### config.mk
export PLATFORM = sky130hd
export DESIGN_NAME = testdata_gen_valid
export DESIGN_NICKNAME = d
export VERILOG_FILES = /design/src/rtl/testdata_gen_valid.sv
export SDC_FILE = /design/constraint.sdc
export NUM_CORES = 1
export LEC_CHECK = 0
export CAP_MARGIN = 40
export CORE_ASPECT_RATIO = 0.75
export CORE_MARGIN = 10
export CORE_UTILIZATION = 45
export CTS_CLUSTER_SIZE = 28
export DETAILED_ROUTE_END_ITERATION = 7
export MAX_ROUTING_LAYER = met4
export PLACE_DENSITY_LB_ADDON = 0.2
export SKIP_LAST_GASP = 1
export SYNTH_ARGS = -nofsm -noshare
export SYNTH_HDL_FRONTEND = slang
export SYNTH_SLANG_ARGS = --single-unit
### constraint.sdc
create_clock -name clk -period 1.9 [get_ports clk]
set_input_delay 0.19 -clock clk [delete_from_list [all_inputs] [get_ports clk]]
set_output_delay 0.19 -clock clk [all_outputs]
set_load 0.02 [all_outputs]
### src/rtl/testdata_gen_valid.sv
// rtl/testdata_gen_valid.sv - DDR3 write/read-back pattern generator and checker
module testdata_gen_valid #(
   parameter int DATA_WIDTH = 16,
   parameter int DATA_NUM   = 512
) (
   input  logic                  clk,
   input  logic                  rst,
   input  logic                  calib_done,
   output logic [DATA_WIDTH-1:0] wr_data,
   output logic                  wr_en,
   output logic                  rd_en,
   output logic                  rd_mem_enable,
   input  logic                  rd_valid,
   input  logic [DATA_WIDTH-1:0] rd_data,
   output logic                  wr_correct
);

   localparam int            CW     = $clog2(DATA_NUM + 1);
   localparam logic [CW-1:0] NUM    = CW'(DATA_NUM);
   localparam logic [CW-1:0] NUM_M1 = CW'(DATA_NUM - 1);

   typedef enum logic [1:0] {IDLE, WRITE, READ, DONE} state_t;

   state_t                state, next_state;
   logic [CW-1:0]         wr_cnt;     // words written so far
   logic [CW-1:0]         iss_cnt;    // read requests issued
   logic [CW-1:0]         cmp_cnt;    // read words compared
   logic [DATA_WIDTH-1:0] exp_data;   // pattern value expected on next compare
   logic                  rd_en_d;    // rd_data is valid this cycle
   logic                  err_flag;   // sticky: some compare failed
   logic                  mismatch;
   logic                  last_cmp;

   assign mismatch = (rd_data != exp_data);
   assign last_cmp = rd_en_d && (cmp_cnt == NUM_M1);

   // State register
   always_ff @(posedge clk) begin
      if (rst) state <= IDLE;
      else     state <= next_state;
   end

   // Next-state decode plus the combinational read-side strobes
   always_comb begin
      next_state    = state;
      rd_en         = 1'b0;
      rd_mem_enable = 1'b0;
      case (state)
         IDLE:  if (calib_done) next_state = WRITE;
         WRITE: if (wr_cnt == NUM) next_state = READ;
         READ: begin
            rd_mem_enable = 1'b1;
            rd_en         = rd_valid && (iss_cnt < NUM);
            if (last_cmp) next_state = DONE;
         end
         DONE:  next_state = DONE;
         default: next_state = IDLE;
      endcase
   end

   // Write side: first word leaves on the edge that sees calib_done, then one per cycle
   always_ff @(posedge clk) begin
      if (rst) begin
         wr_en   <= 1'b0;
         wr_data <= '0;
         wr_cnt  <= '0;
      end else begin
         case (state)
            IDLE: if (calib_done) begin
               wr_en   <= 1'b1;
               wr_data <= '0;
               wr_cnt  <= CW'(1);
            end
            WRITE: if (wr_cnt != NUM) begin
               wr_en   <= 1'b1;
               wr_data <= wr_data + DATA_WIDTH'(1);
               wr_cnt  <= wr_cnt + CW'(1);
            end else begin
               wr_en   <= 1'b0;
            end
            default: wr_en <= 1'b0;
         endcase
      end
   end

   // Read side: count requests, compare the word that arrives one cycle later
   always_ff @(posedge clk) begin
      if (rst) begin
         iss_cnt    <= '0;
         cmp_cnt    <= '0;
         exp_data   <= '0;
         rd_en_d    <= 1'b0;
         err_flag   <= 1'b0;
         wr_correct <= 1'b0;
      end else begin
         rd_en_d <= rd_en;
         if (rd_en) iss_cnt <= iss_cnt + CW'(1);
         if (rd_en_d) begin
            cmp_cnt  <= cmp_cnt + CW'(1);
            exp_data <= exp_data + DATA_WIDTH'(1);
            if (mismatch) err_flag <= 1'b1;
         end
         // the final compare result is folded in directly so the flag is current on entry to DONE
         if (last_cmp) wr_correct <= !(err_flag || mismatch);
      end
   end

endmodule

==> results of run 1 <==
==> sequential cells by signal, summed over array words and instances, names as in the netlist <==
signal      count
cmp_cnt        10
exp_data       16
state           2
iss_cnt        10
wr_en           1
rd_en_d         1
wr_cnt         10
err_flag        1
wr_correct      1
wr_data        16
==> cell usage in the layout, fill, tap and decap left out, types with 16 or more instances in the layout <==
master / instances
or3_1: 16
dfxtp_1: 68
buf_4: 38
xor2_1: 26
a21oi_1: 19
nand4_1: 22
nor2_1: 39
nand2_1: 22
nand3_1: 17
clkdlybuf4s50_1: 37
xnor2_1: 18
==> cell type report <==
type	count	area share
Multi-Input combinational cell	284	0.441
Clock buffer	10	0.0298
Timing Repair Buffer	78	0.160
Sequential cell	68	0.318
Clock inverter	6	0.0152
Inverter	8	0.00701
Tap cell	101	0.0295
==> power by group <==
group,total (mW),switching [mW],internal (mW)
logic,0.210,0.104,0.106
registers,1.44,0.00797,1.43
clock network,1.16,0.552,0.606
total,2.81,0.665,2.15
==> kinds of logic (layout without fill, tap and decap cells) <==
family	Yosys count	in the layout	synth area share
buffers and inverters	28	102	0.0369
AO/OA/AOI/OAI	60	60	0.126
flip-flops	68	68	0.406
multiplexers	8	8	0.0242
adder cells (fa/ha/maj)	6	6	0.0224
AND/OR/NAND/NOR	166	166	0.270
XOR/XNOR	44	44	0.115
==> final timing paths <==
path | startpoint | cells past startpoint | end | slack (ns)
worst min register to register | wr_correct$_SDFFE_PP0P_ | 2 | wr_correct$_SDFFE_PP0P_ | 0.47
worst max register to register | wr_cnt[0]$_SDFFE_PP0P_ | 7 | wr_data[9]$_SDFFE_PP0P_ | 0.08
worst min-delay path | wr_correct$_SDFFE_PP0P_ | 2 | wr_correct$_SDFFE_PP0P_ | 0.47
worst max-delay path | wr_cnt[0]$_SDFFE_PP0P_ | 7 | wr_data[9]$_SDFFE_PP0P_ | 0.08
==> worst max-delay path: stages (launching register included) <==
cell and delay, ns:
dfxtp_1 0.33, inv_1 0.04, ha_1 0.21, nand2b_1 0.14, o311ai_4 0.18, buf_4 0.20
or4_1 0.50, a21oi_1 0.15
==> repair_timing <==
item,CTS,global route
resized for setup,2,3
pin swaps,0,1
setup endpoints to repair,2,12
buffers inserted,0,1
==> layer usage <==
layer	routed length, microns	GRT usage	part of all wire
met1	4110	0.200	0.49
met2	3860	0.231	0.46
met3	361	0.0381	0.043
met4	46	0.0441	0.0055
met5	0	-	0
==> stage by stage <==
stage,utilization,setup WS [ns]
floorplan,-,0.0852
global placement,0.558,0.0111
CTS,0.584,0.0391
detailed placement,0.558,-0.0269
finish,0.587,0.0779
global route,0.587,-0.0628
==> flow_metrics.py, run 1 <==
metrics = {
    "routing": {
        "drt_first_pass_iters": 4,
        "postRouteAntennaNets": 0,
        "dr.first_iter.drc_count": 175,
        "vias_per_cell": 5.42,
        "drc": 0,
        "wl_per_cell_microns": 15.1,
        "dr_total_vias": 3006,
        "finalWirelength_microns": 8380,
    },
    "clock_network": {
        "clkLatencyLatePin_ns": 0.34,
        "cts_buffer_depth": 2,
        "path_clk_slew_ns": 0.07,
        "cts.sinks": 68,
        "cts_buffers": 9,
        "cts_tree": "done",
        "htreeDepth": 3,
        "cts-root-buf": "clkbuf_8",
        "cts_hold_buf": 0,
    },
    "final_layout": {
        "nets": 475,
        "final_cells": 555,
        "final_area_sq_mm": 0.00428,
        "fill_cells": 668,
        "drive_gt1_frac": 0.159,
        "area_delta_synth_final_pct": 27.7,
        "regArea_sq_mm": 0.00136,
        "multi_input_area_sq_mm": 0.00189,
        "insertedDiodeCount": 0,
    },
    "flow_run": {
        "drv_cap": 0,
    },
    "synthesis": {
        "synthTopCellsByArea": "dfxtp_1, xor2_1, xnor2_1",
        "synthArstFlopShare": 0,
        "synthFlopType": "dfxtp_1",
        "ys_seq_elements": 68,
        "syn_area_per_cell_sq_um": 8.83,
        "syn_nets": 406,
        "ys_seq_area_frac": 0.406,
        "ys_types": 52,
        "synth.most_common_cell": "dfxtp_1",
        "synth_edf_count": 0,
        "syn_area_sq_mm": 0.00335,
        "syn_inst": 380,
        "synth_area_leader_cell": "dfxtp_1",
        "synth_top_area_share": 0.406,
        "synth_common_cells": "dfxtp_1, nor2_1, xor2_1",
        "synth_warnings": 0,
    },
    "place": {
        "dpl_cell_area_sq_mm": 0.00407,
        "gp_congestion": 0.884,
        "dp_cells": 538,
        "port_buffers": 39,
        "dpl.hpwl_microns": 6300,
    },
    "timing": {
        "tns_ns": 0,
        "hold-worst-slack_ns": 0.472,
        "relSlewSlack": 0.676,
        "rsz0062_at_grt": "true",
        "fin_crit_ns": 1.82,
        "fmax_mhz": 549,
        "tightest_slew_ns": 0.483,
        "setup_viol": 0,
        "slew_violations": 0,
        "hold_viol": 0,
        "period_share": 0.959,
        "skew_ns": 0.00764,
    },
    "floorplan": {
        "io_pins": 40,
        "start_util": 0.460,
        "die_y_microns": 94.8,
        "core_sq_mm": 0.00730,
        "rows": 27,
        "dieArea_sq_mm": 0.0113,
        "die_w_microns": 120,
    },
    "grt": {
        "antenna_found_initial": 0,
        "grt_overflow_total": 0,
        "grt_max_degree": 19,
        "grt_pass1_wl_microns": 14000,
        "grtUsageTotal": 0.154,
        "grt_pass1_vias": 2793,
    },
    "critical_path": {
        "start_kind": "flop",
        "worstSetupEndpointType": "flop",
        "arrival_ns": 2.09,
        "required_ns": 2.17,
        "worstSetupPathType": "reg2reg",
        "crit_fanout": 7,
    },
    "status": {
        "run_status": "finished clean",
    },
    "power_and_ir_drop": {
        "ir_drop_v": 0.000417,
        "leakage_nw": 1.54,
        "powerDensity_mw_per_mm2": 656,
        "totalPowerFinal_mw": 2.81,
    },
    "hold_path": {
        "hp-class": "reg2reg",
    },
}
Note: power is estimated with default switching activity, not from simulation.
==> run 2: changes to the inputs <==
Settings changed: CORE_MARGIN 10 to not set.
==> run 2 against run 1 <==
Against the previous run:
- maximum frequency fell by 1.3%
- worst setup slack got worse by 0.024 ns
- final cell count fell by 1.1%
- register-to-register slack got worse by 0.02 ns
- clock skew rose by 0.0012 ns
- sequential power barely moved
- design area barely moved
- routed wire length fell by 5.6%
- via count rose by 0.33%
- worst hold slack got worse by 0.0015 ns
- clock power rose by 8%
- total power rose by 3.2%
- largest cell class unchanged
==> flow_metrics.py, run 2 (synthesis results as in run 1) <==
metrics = {
    "timing": {
        "fin_crit_ns": 1.85,
        "fmax_mhz": 542,
        "skew_ns": 0.00879,
        "hold_viol": 0,
        "setup_ws_ns": 0.0539,
        "period_share": 0.972,
        "relSlewSlack": 0.616,
        "setup_viol": 0,
        "slew_violations": 0,
        "tns_ns": 0,
        "rsz0062_at_grt": "true",
        "tightest_slew_ns": 0.574,
    },
    "critical_path": {
        "start_kind": "flop",
        "required_ns": 2.18,
        "arrival_ns": 2.12,
        "worstSetupPathType": "reg2reg",
        "worstSetupEndpointType": "flop",
        "crit_fanout": 10,
    },
    "place": {
        "dpl.hpwl_microns": 5800,
        "gp_congestion": 0.853,
        "port_buffers": 39,
        "dp_worst_setup_slack_ns": -0.0599,
    },
    "clock_network": {
        "cts_buffer_depth": 2,
        "cts_hold_buf": 0,
        "cts-root-buf": "clkbuf_8",
        "cts_tree": "done",
        "htreeDepth": 3,
        "cts.sinks": 68,
        "clkLatencyLatePin_ns": 0.34,
        "path_clk_slew_ns": 0.07,
        "cts_buffers": 9,
    },
    "grt": {
        "grt_max_degree": 26,
        "grt_overflow_total": 0,
        "grt_pass1_vias": 2705,
        "grt_pass1_wl_microns": 12900,
        "antenna_found_initial": 0,
        "grtUsageTotal": 0.219,
    },
    "status": {
        "run_status": "finished clean",
    },
    "final_layout": {
        "mostFrequentLayoutCell": "dfxtp_1",
        "reg.largest.list": "exp_data: 16 flops, wr_data: 16 flops",
        "layout_common_cells": "dfxtp_1, nor2_1, clkdlybuf4s50_1, buf_4, xor2_1",
        "drive_gt1_frac": 0.153,
        "area_delta_synth_final_pct": 27.6,
        "nets": 474,
        "insertedDiodeCount": 0,
    },
    "routing": {
        "top_layer": "met4",
        "drt_first_pass_iters": 4,
        "drc": 0,
        "drt-met1-wl_microns": 4040,
        "wl_met3_microns": 410,
        "postRouteAntennaNets": 0,
        "wl_per_cell_microns": 14.4,
        "vias_per_cell": 5.49,
        "met2_length_microns": 3400,
        "dr.first_iter.drc_count": 146,
        "dr_total_vias": 3016,
        "finalWirelength_microns": 7910,
    },
    "power_and_ir_drop": {
        "powerDensity_mw_per_mm2": 677,
        "leakage_nw": 1.53,
        "ir_drop_v": 0.000407,
    },
    "floorplan": {
        "rows": 26,
        "start_util": 0.480,
        "io_pins": 40,
        "dieArea_sq_mm": 0.00781,
        "die_w_microns": 102,
        "die_y_microns": 76.8,
        "core_sq_mm": 0.00699,
    },
    "flow_run": {
        "drv_cap": 0,
    },
    "hold_path": {
        "hp-class": "reg2reg",
    },
}
==> run 2: per-layer routing <==
metal	global-route usage	vias up
met5	-	-
met4	0.0478	0
met3	0.0602	8
met2	0.293	60
met1	0.322	1434
li1	-	1514
==> run 2: final timing paths <==
path	slack, ns	from	endpoint	cells past startpoint
max reg2reg	0.05	wr_cnt[0]$_SDFFE_PP0P_	wr_data[11]$_SDFFE_PP0P_	8
min	0.47	wr_data[15]$_SDFFE_PP0P_	wr_data[15]$_SDFFE_PP0P_	2
min reg2reg	0.47	wr_data[15]$_SDFFE_PP0P_	wr_data[15]$_SDFFE_PP0P_	2
max	0.05	wr_cnt[0]$_SDFFE_PP0P_	wr_data[11]$_SDFFE_PP0P_	8
==> run 2: layout make-up <==
class	instances	area [sq um]
clock buffer	13	179
sequential	68	1360
tap	98	123
fill	618	2710
inverter	8	30.0
timing repair buffer	77	674
multi-input combinational	284	1880
clock inverter	1	30.0
==> run 2: timing repair <==
| item | 4_1_cts | 5_1_grt |
|---|---|---|
| gates resized for setup | 1 | 1 |
| gates cloned | 0 | 0 |
| buffers inserted | 1 | 1 |
| pin swaps | 1 | 1 |
| setup endpoints to repair | 3 | 9 |
| endpoints found under the hold margin | 0 | 0 |
==> run 2: through the flow <==
| stage | hold slack, ns | cells | power, mW | util | area [sq um] |
|---|---|---|---|---|---|
| 5_1_grt | 0.503 | 549 | 3.01 | 0.612 | 4280 |
| 2_1_floorplan | 0.367 | 380 | 1.57 | - | 3350 |
| 4_1_cts | 0.474 | 548 | 2.93 | 0.610 | 4270 |
| 3_5_place_dp | 0.464 | 533 | 1.68 | 0.579 | 4050 |
| 3_3_place_gp | 0.462 | 533 | 1.68 | 0.579 | 4050 |
| 6_report | 0.470 | 549 | 2.90 | 0.612 | 4280 |
==> run 2: power breakdown <==
group | switching, mW | total (mW) | internal, mW | leakage, nW
logic | 0.105 | 0.211 | 0.106 | 0.875
registers | 0.00599 | 1.44 | 1.43 | 0.549
clock network | 0.513 | 1.25 | 0.736 | 0.108
total | 0.624 | 2.90 | 2.28 | 1.53
==> run 2: worst max-delay path, cell delays in order (launching register included) <==
cell and delay [ns]:
dfxtp_1 0.34, inv_1 0.04, ha_1 0.23, nand2b_4 0.10
o311ai_4 0.08, buf_4 0.19, buf_4 0.14, or4_1 0.50
a21oi_1 0.15
